`config.mk`:
```
export PLATFORM = sky130hd
export DESIGN_NAME = uart_rx
export DESIGN_NICKNAME = d
export VERILOG_FILES = /design/src/rtl/uart_rx.sv
export SDC_FILE = /design/constraint.sdc
export NUM_CORES = 1
export LEC_CHECK = 0
export BUFFER_PORTS_ARGS = -buffer_cell sky130_fd_sc_hd__buf_2
export CAP_MARGIN = 40
export CORE_UTILIZATION = 60
export CTS_BUF_LIST = sky130_fd_sc_hd__clkbuf_4 sky130_fd_sc_hd__clkbuf_8
export DETAILED_ROUTE_END_ITERATION = 10
export HOLD_SLACK_MARGIN = 0.1
export PLACE_DENSITY = 0.77
export SYNTH_ARGS = -nofsm -noshare
export SYNTH_HDL_FRONTEND = slang
export SYNTH_SLANG_ARGS = --single-unit
```
`constraint.sdc`:
```
create_clock -name clk -period 3.1 [get_ports clk]
set_clock_uncertainty 0.05 [all_clocks]
set_input_delay 0.62 -clock clk [delete_from_list [all_inputs] [get_ports clk]]
set_output_delay 0.62 -clock clk [all_outputs]
set_load 0.05 [all_outputs]
```
`src/rtl/uart_rx.sv`:
```
// 8N1-style UART receiver: oversampled start/data/stop recovery feeding a
// first-word-fall-through FIFO, with framing-error and overrun pulses.
module uart_rx #(
    parameter int WIDTH          = 8,
    parameter int SAMPLING_TICKS = 16,
    parameter int CLOCK_FREQ     = 100_000_000,
    parameter int BAUD_RATE      = 115200,
    parameter int DEPTH          = 16
) (
    input  logic             clk,
    input  logic             rst_n,
    input  logic             rx,
    input  logic             rd_en,
    output logic [WIDTH-1:0] data_out,
    output logic             empty,
    output logic             full,
    output logic             busy,
    output logic             frame_err,
    output logic             overrun
);

    localparam int DIV_RAW = CLOCK_FREQ / (BAUD_RATE * SAMPLING_TICKS);
    localparam int DIV     = (DIV_RAW < 1) ? 1 : DIV_RAW;
    localparam int DW      = (DIV > 1) ? $clog2(DIV) : 1;
    localparam int TW      = $clog2(SAMPLING_TICKS);
    localparam int BW      = $clog2(WIDTH + 1);
    localparam int AW      = $clog2(DEPTH);

    localparam logic [DW-1:0] DIV_LAST = DW'(DIV - 1);
    localparam logic [TW-1:0] T_LAST   = TW'(SAMPLING_TICKS - 1);
    localparam logic [TW-1:0] T_HALF   = TW'(SAMPLING_TICKS / 2 - 1);
    localparam logic [BW-1:0] B_LAST   = BW'(WIDTH - 1);

    typedef enum logic [2:0] {IDLE, START, DATA, STOP, WAIT_HIGH} state_t;

    logic             rx_meta, rx_s;
    logic [DW-1:0]    div_cnt;
    logic             tick;
    state_t           state;
    logic [TW-1:0]    tcnt;
    logic [BW-1:0]    bcnt;
    logic [WIDTH-1:0] shift_reg;
    logic             stop_sample, push, pop;
    logic [WIDTH-1:0] mem [DEPTH];
    logic [AW:0]      wr_ptr, rd_ptr;

    always_ff @(posedge clk or negedge rst_n) begin
        if (!rst_n) begin
            rx_meta <= 1'b1;
            rx_s    <= 1'b1;
        end else begin
            rx_meta <= rx;
            rx_s    <= rx_meta;
        end
    end

    // Free-running: the sampling phase relative to a start edge is allowed to drift by one tick.
    always_ff @(posedge clk or negedge rst_n) begin
        if (!rst_n)
            div_cnt <= '0;
        else if (div_cnt == DIV_LAST)
            div_cnt <= '0;
        else
            div_cnt <= div_cnt + DW'(1);
    end

    assign tick        = (div_cnt == DIV_LAST);
    assign stop_sample = (state == STOP) && tick && (tcnt == T_LAST);
    assign pop         = rd_en && !empty;
    assign push        = stop_sample && rx_s && (!full || rd_en);
    assign busy        = (state != IDLE);

    always_ff @(posedge clk or negedge rst_n) begin
        if (!rst_n) begin
            state     <= IDLE;
            tcnt      <= '0;
            bcnt      <= '0;
            shift_reg <= '0;
            frame_err <= 1'b0;
            overrun   <= 1'b0;
        end else begin
            frame_err <= 1'b0;
            overrun   <= 1'b0;
            case (state)
                IDLE: begin
                    if (!rx_s) begin
                        state <= START;
                        tcnt  <= '0;
                        bcnt  <= '0;
                    end
                end
                START: begin
                    if (tick) begin
                        if (tcnt == T_HALF) begin
                            tcnt  <= '0;
                            state <= rx_s ? IDLE : DATA;
                        end else begin
                            tcnt <= tcnt + TW'(1);
                        end
                    end
                end
                DATA: begin
                    if (tick) begin
                        if (tcnt == T_LAST) begin
                            shift_reg <= WIDTH'({rx_s, shift_reg} >> 1);
                            tcnt      <= '0;
                            bcnt      <= bcnt + BW'(1);
                            if (bcnt == B_LAST)
                                state <= STOP;
                        end else begin
                            tcnt <= tcnt + TW'(1);
                        end
                    end
                end
                STOP: begin
                    if (tick) begin
                        if (tcnt == T_LAST) begin
                            tcnt <= '0;
                            if (!rx_s) begin
                                frame_err <= 1'b1;
                                state     <= WAIT_HIGH;
                            end else begin
                                overrun <= full && !rd_en;
                                state   <= IDLE;
                            end
                        end else begin
                            tcnt <= tcnt + TW'(1);
                        end
                    end
                end
                // A held-low line (break) must not be mistaken for a new start bit.
                WAIT_HIGH: begin
                    if (rx_s)
                        state <= IDLE;
                end
                default: state <= IDLE;
            endcase
        end
    end

    always_ff @(posedge clk) begin
        if (push)
            mem[wr_ptr[AW-1:0]] <= shift_reg;
    end

    always_ff @(posedge clk or negedge rst_n) begin
        if (!rst_n) begin
            wr_ptr <= '0;
            rd_ptr <= '0;
        end else begin
            if (push)
                wr_ptr <= wr_ptr + (AW+1)'(1);
            if (pop)
                rd_ptr <= rd_ptr + (AW+1)'(1);
        end
    end

    assign empty    = (wr_ptr == rd_ptr);
    assign full     = (wr_ptr[AW] != rd_ptr[AW]) && (wr_ptr[AW-1:0] == rd_ptr[AW-1:0]);
    assign data_out = empty ? '0 : mem[rd_ptr[AW-1:0]];

endmodule
```
Word level (Yosys, flattened, before mapping)

Memories as Yosys holds them, arrays and structs flattened.
Index checks and enable logic that the tools add are counted.

Register bits: 39
RAM bits: 128
Input bits: 4
Output and inout bits: 13
Word-level logic and storage cells: 91
Memories kept: 1

$add $sub $neg: 5
Equality and inequality tests: 21
Multiplexer cells: 33
Reductions and logical operators: 20

Memory list:

| name | depth | width | read ports | clocked after Yosys merged registers in | wr ports | RTL line | source |
|---|---|---|---|---|---|---|---|
| mem  | 16    | 8     | 1          | 0                                       | 1        | 44       | `logic [WIDTH-1:0] mem [DEPTH];` |

Operators by type and width:

| kind                  | number |
|---|---|
| $mux W3               | 10 |
| $mux W4               | 7 |
| $ne A2 B2 Y1 const B  | 8 |
| $pmux W3 S5           | 1 |
| $pmux W4 S3           | 1 |
| $add A5 B1 Y5 const B | 2 |
| $mux W1               | 10 |
| $reduce_and A9 Y1     | 1 |
| $add A4 B1 Y4 const B | 2 |
| $eq A4 B3 Y1 const B  | 2 |
| $mux W8               | 1 |
| $pmux W4 S2           | 1 |
| $reduce_and A4 Y1     | 2 |
| $logic_and A1 B1 Y1   | 7 |
| $add A6 B1 Y6 const B | 1 |
| $eq A3 B2 Y1 const B  | 2 |
| $eq A6 B6 Y1 const B  | 1 |
| $mux W6               | 1 |
| $reduce_bool A3 Y1    | 2 |
| $eq A5 B5 Y1          | 1 |
| $eq A4 B4 Y1          | 1 |
| $eq A4 B4 Y1 const B  | 1 |
| $ne A2 B1 Y1 const B  | 2 |
| $eq A3 B1 Y1 const B  | 1 |
| 9 further kinds       | 11 |

Longest topological paths before layout

Gate-level depths: netlist of the first run.

Depth after elaboration: 7
Depth in mapped cells: 7
Depth with buffers taken out: 6

Worst setup path before layout of the first run

No wires, ideal clock.

Kind: flip-flop to output port
Start point: register rd_ptr[0]
End point: output data_out[0]
Arrival time: 2.207 ns
Required time: 2.430 ns
Setup slack: 0.223 ns
Cell stages (with the launch flop): 8
Path buffers: 3
Cells stage by stage: dfrtp_1 > buf_2 > xor2_1 > nor4_4 > buf_4 > and2_1 > buf_2 > a21oi_1

Cells in the longest elaborated chain, start to end: 2
Elaborated cells on any way between the ends: 3
Those cells by class: eq/ne: 1; mux: 1; memory: 1

Ends and longest elaborated chain:

| what                   | RTL line | source |
|---|---|---|
| from (decl)            | 45       | `logic [AW:0] wr_ptr, rd_ptr;` |
| from (signal assigned) | 154      | `rd_ptr <= rd_ptr + (AW+1)'(1);` |
| $eq A5 B5 Y1           | 158      | `assign empty = (wr_ptr == rd_ptr);` |
| via empty              | 15       | `output logic empty,` |
| $mux W8                | 160      | `assign data_out = empty ? '0 : mem[rd_ptr[AW-1:0]];` |
| to (decl)              | 14       | `output logic [WIDTH-1:0] data_out,` |

The timed path passes the listed nets, and every way through them passes these cells.

Final worst setup path of the first run

Start point: register rd_ptr[0]
End point: output data_out[1]

Cells in the longest elaborated chain, start to end: 2
Elaborated cells on any way between the ends: 3
Those cells by class: eq/ne: 1; mux: 1; memory: 1

Ends and longest elaborated chain:

| what                                           | RTL line |
|---|---|
| $mem_v2 Z16 W8 or $eq A5 B5 Y1 (tied branches) | - |
| $mux W8 (*)                                    | 160 |

Every way passes the cells marked *; elsewhere a longest branch is shown, timed or not.

==> results of run 1 <==
## layout make-up
class / count / area [um2] / area share, %
clock inverter: 15 / 173 / 2.24
timing repair buffer: 30 / 245 / 3.18
tap: 143 / 179 / 2.32
multi-input combinational: 211 / 2040 / 26.4
sequential: 167 / 4820 / 62.5
inverter: 8 / 30.0 / 0.389
clock buffer: 17 / 234 / 3.03
## cell families after synthesis
group / Yosys count / synth area share [%]
AO/OA/AOI/OAI: 53 / 5.46
AND/OR/NAND/NOR: 86 / 7.41
multiplexers: 46 / 12.5
buffers and inverters: 28 / 1.86
adder cells (fa/ha/maj): 9 / 1.61
flip-flops: 167 / 69.0
XOR/XNOR: 17 / 2.13
## path summary, 6_finish.rpt
path	start	to	slack, ns	cells after the start
max reg2reg	div_cnt[1]$_DFF_PN0_	mem[9][0]$_DFFE_PP_	0.39	6
max	rd_ptr[0]$_DFFE_PN0P_	data_out[1]	0.10	5
min reg2reg	rx_meta$_DFF_PN1_	rx_s$_DFF_PN1_	0.31	0
max in group asynchronous	rst_n	rx_s$_DFF_PN1_	1.86	3
min	rx	rx_meta$_DFF_PN1_	0.23	1
min in group asynchronous	rst_n	div_cnt[3]$_DFF_PN0_	0.59	2
## cell usage after synthesis, types with 6 or more instances
| master | n |
|---|---|
| a21oi_1 | 13 |
| a22oi_1 | 17 |
| and2_1 | 6 |
| and3_1 | 12 |
| buf_2 | 7 |
| clkbuf_1 | 7 |
| dfrtp_1 | 37 |
| edfxtp_1 | 128 |
| ha_1 | 9 |
| inv_1 | 8 |
| mux2_1 | 6 |
| mux4_2 | 32 |
| nand2_1 | 13 |
| nand3_1 | 8 |
| nor2_1 | 17 |
| nor2b_1 | 7 |
| xor2_1 | 12 |
## power groups by stage
stage | sequential (mW) | combinational [mW] | clock [mW]
after floorplan | 2.49 | 0.743 | 0
after global placement | 2.55 | 0.947 | 0
after detailed placement | 2.55 | 0.977 | 0
after CTS | 2.50 | 0.982 | 1.60
after global routing | 2.50 | 1.08 | 1.68
final | 2.49 | 1.00 | 1.57
## metrics by stage
step | power [mW] | utilization [%]
finish | 5.07 | 67.9
global route | 5.26 | 67.9
CTS | 5.09 | 67.7
detailed placement | 3.53 | 64.0
global placement | 3.49 | 63.8
floorplan | 3.23 | -
## metal layers
metal	vias to the layer above	global-route usage [%]	share of wire [%]
met5	-	0	0
met4	0	8.57	1.1
met3	14	4.68	6.2
met2	141	37.6	50
met1	1870	32.9	43
li1	1648	-	-
## repair_timing
item                                    in CTS  in global routing
endpoints found under the setup margin       0                  5
resized for setup                            0                  0
hold endpoints to repair                    16                  0
hold buffers                                 1                  0
buffers inserted                             0                  3
==> flow_summary.ini, run 1 <==
[yosys]
synthFlopType = edfxtp_1
synthArstFlopShare_pct = 23.4
yosys.area.top_type = edfxtp_1
synth_warnings = 0
yosysSeqAreaShare_pct = 69.0
yosysUniqueCellTypes = 55
synthTopCellsByArea = edfxtp_1 (55%), dfrtp_1 (13%), mux4_2 (10%)
synth_seq_cells = 167
synthCells = 406
synth.cell_area_um2 = 6990
syn_area_per_cell_um2 = 17.2
syn-num-nets = 419
synth-edff-count = 128
synth_top_area_share_pct = 55.0

[power]
swShare_pct = 27.9
seqPwrFrac_pct = 49.2
p_leak_nw = 3.12
powerDensity_nw_per_um2 = 657
irDropWorstVdd_v = 0.000385
power.switching_mw = 1.42
p_clk_share_pct = 31.0
internal_power_mw = 3.65
comb_power_share_pct = 19.8

[route]
wl_um = 12900
avgViaCountPerCell = 6.21
route.detailed.drc = 0
dr_total_vias = 3673
wl_per_cell_um = 21.8
drt-initial-drc-count = 360
firstDrtPassIters = 5
ant_nets = 0

[layout]
mostFrequentLayoutCells = edfxtp_1 (128), dfrtp_1 (36), mux4_2 (32)
final_common_cell = edfxtp_1
stdcell_count = 591
area_delta_synth_final_pct = 10.5
n_antenna_cell = 0
n_fill_cell = 741
design_area_um2 = 7720
largest_register_ffs = 128
nets = 448
drive_above_1_share_pct = 24.8

[global_routing]
grt_pass1_vias = 3638
grt-ovfl-total = 0
grt_max_degree = 36
antenna_found_initial = 0
track_usage_pct = 23.7
grt_pass1_wl_um = 20100

[sta]
finalSetupViolCount = 0
timing.final.ws_setup_ns = 0.102
worst_pin_slew_ns = 0.654
hold_viol = 0
fin_crit_sh_pct = 96.7
slew_violations = 0
rsz0062_at_grt = false
hold_ws_ns = 0.230
fmax_ghz = 0.334
finalSetupTns_ns = 0
finalCriticalPeriod_ns = 3.00
max-slew-margin-rel_pct = 56.4

[placement]
dpl.hpwl_um = 8590
dpl_worst_slack_ns = 0.413
place_congestion = 0.794
io_buffer_count = 16
dpl_cell_area_um2 = 7280
dp_cells = 555

[critical_path]
start_kind = flip-flop
critPathArrivalTime_ns = 2.33
crit_fanout = 15
cp_slowest_cell = dfrtp_2
path_delay_family = flip-flops
critPathBufInv = 2
crit_chain = buf_12 > mux4_2 > a22oi_1 > a21oi_1 > buf_2
end_kind = primary output
worstPathRequired_ns = 2.43
max_stage_delay_ns = 0.51
worstSetupPathType = flip-flop to primary output

[clock_network]
cts_tree = done
cts_buffers = 17
clock_latency_ns = 0.44
htree_levels = 4
cts_sinks = 167
cts-root-buf = clkbuf_8
cts_buffer_depth = 2
clk_pin_slew_ns = 0.08

[floorplanning]
dieHeight_um = 110
start_util_pct = 61.5
core_um2 = 11400
die_area_um2 = 12100
ioPinCount = 17
die_x_um = 110
row_count = 39

[job]
drv_cap = 0

[outcome]
status = finished, final reports clean

[min_path]
holdCritPathClass = primary input to flip-flop
Note: power is estimated with default switching activity, not from simulation.
==> run 2: changes to the inputs <==
CORE_MARGIN = 2   (was default)
==> run 2 against run 1 <==
Effect of this change:
- core utilization is 0.14 points lower
- first-iteration DRC count is 4.7% lower
- combinational power barely moved
- register-to-register slack hardly changed
- final cell count down 0.68%
- count of clock-buffer cells in the layout increased by 3
- global-route usage decreased by 1.2 points
- sequential share of layout area up 0.13 points
- critical path type unchanged
- largest cell class unchanged
==> flow_summary.ini, run 2 (synthesis results as in run 1) <==
[route]
wl_per_cell_um = 22.4
ant_nets = 0
avgViaCountPerCell = 6.17
firstDrtPassIters = 5
wl_um = 13200
dr_total_vias = 3619
drt-initial-drc-count = 343
route.detailed.drc = 0

[floorplanning]
dieHeight_um = 112
core_um2 = 11400
start_util_pct = 61.5
die_x_um = 112
die_area_um2 = 12500
ioPinCount = 17
row_count = 39

[critical_path]
r2r_cells = 6
crit_fanout = 16
cp_slowest_cell = mux4_2
regToRegEndpoint = mem[4][3]$_DFFE_PP_
worstSetupPathType = flip-flop to primary output
crit_start = rd_ptr[0]$_DFFE_PN0P_
end_kind = primary output
worstPathRequired_ns = 2.43
critPathArrivalTime_ns = 2.33
max_stage_delay_ns = 0.52
worstReg2RegStart = div_cnt[1]$_DFF_PN0_
path_delay_family = multiplexers
crit_chain = buf_12 > mux4_2 > a22oi_1 > a21oi_1 > buf_2
reg2reg_slack_ns = 0.38
critPathBufInv = 2
start_kind = flip-flop

[layout]
area_delta_synth_final_pct = 10.2
n_fill_cell = 752
stdcell_count = 587
multi_input_area_um2 = 2040
n_antenna_cell = 0
mostFrequentLayoutCells = edfxtp_1 (128), dfrtp_1 (36), mux4_2 (32)
largest_register_ffs = 128
final_common_cell = edfxtp_1
nets = 446
design_area_um2 = 7700
seqCellArea_um2 = 4820
drive_above_1_share_pct = 24.3

[global_routing]
grt-ovfl-total = 0
grt_pass1_wl_um = 20800
track_usage_pct = 22.5
antenna_found_initial = 0
grt_max_degree = 36
grt_pass1_vias = 3770

[power]
powerDensity_nw_per_um2 = 658
irDropWorstVdd_v = 0.000439
p_leak_nw = 3.12

[clock_network]
cts_buffers = 17
cts_sinks = 167
clock_latency_ns = 0.43
cts_buffer_depth = 2
clk_pin_slew_ns = 0.08
cts-root-buf = clkbuf_8
htree_levels = 4
cts_tree = done

[outcome]
status = finished, final reports clean

[placement]
dpl_worst_slack_ns = 0.376
dpl.hpwl_um = 8500
dp_cells = 555
place_congestion = 0.819
dpl_cell_area_um2 = 7260
io_buffer_count = 16

[sta]
finalCriticalPeriod_ns = 3.00
fmax_ghz = 0.334
worst_pin_slew_ns = 0.707
finalSetupViolCount = 0
timing.final.ws_setup_ns = 0.104
slew_violations = 0
fin_crit_sh_pct = 96.6
max-slew-margin-rel_pct = 52.9
hold_viol = 0

[min_path]
min_to = rx_meta$_DFF_PN1_
holdPathStages = 1
holdCritPathClass = primary input to flip-flop
min-delay-start = rx

[job]
drv_cap = 0
-- run 2: per-layer routing --
metal | vias to the layer above | GRT usage (%) | routed length [um]
li1 | 1648 | - | -
met1 | 1828 | 31.4 | 5560
met2 | 125 | 34.9 | 6490
met3 | 18 | 5.88 | 844
met4 | 0 | 8.48 | 267
met5 | - | 0 | 0
-- run 2: report_power, final --
group	switching, mW	internal, mW	total [mW]
Sequential	0.0668	2.42	2.48
Clock	0.724	0.890	1.61
Combinational	0.556	0.412	0.968
-- run 2: timing repair --
item	CTS	global route
hold buffers	1	0
gates resized for setup	0	1
buffers inserted	0	0
endpoints found under the setup margin	0	5
endpoints found under the hold margin	17	0
-- run 2: layout make-up --
cell class                      instances  area share, %
Clock buffer                           20           3.33
Clock inverter                         10           2.01
Inverter                                8          0.390
Multi-Input combinational cell        211           26.4
Sequential cell                       167           62.6
Tap cell                              143           2.32
Timing Repair Buffer                   28           2.89
-- run 2: stage by stage --
| stage | util [%] | TNS [ns] | hold WS [ns] | total power, mW |
|---|---|---|---|---|
| floorplan | - | 0 | 0.274 | 3.23 |
| global placement | 63.6 | 0 | 0.296 | 3.45 |
| detailed placement | 63.8 | 0 | 0.298 | 3.46 |
| CTS | 67.5 | 0 | 0.210 | 5.05 |
| global route | 67.8 | -0.00280 | 0.199 | 5.26 |
| finish | 67.8 | 0 | 0.236 | 5.07 |
-- run 2: worst max path at each step --
stage | to | depth (start not counted)
final | data_out[0] | 5
after global routing | data_out[0] | 5
after CTS | data_out[1] | 5
after detailed placement | mem[4][6]$_DFFE_PP_ | 6
after global placement | mem[5][5]$_DFFE_PP_ | 6
after floorplan | data_out[0] | 7
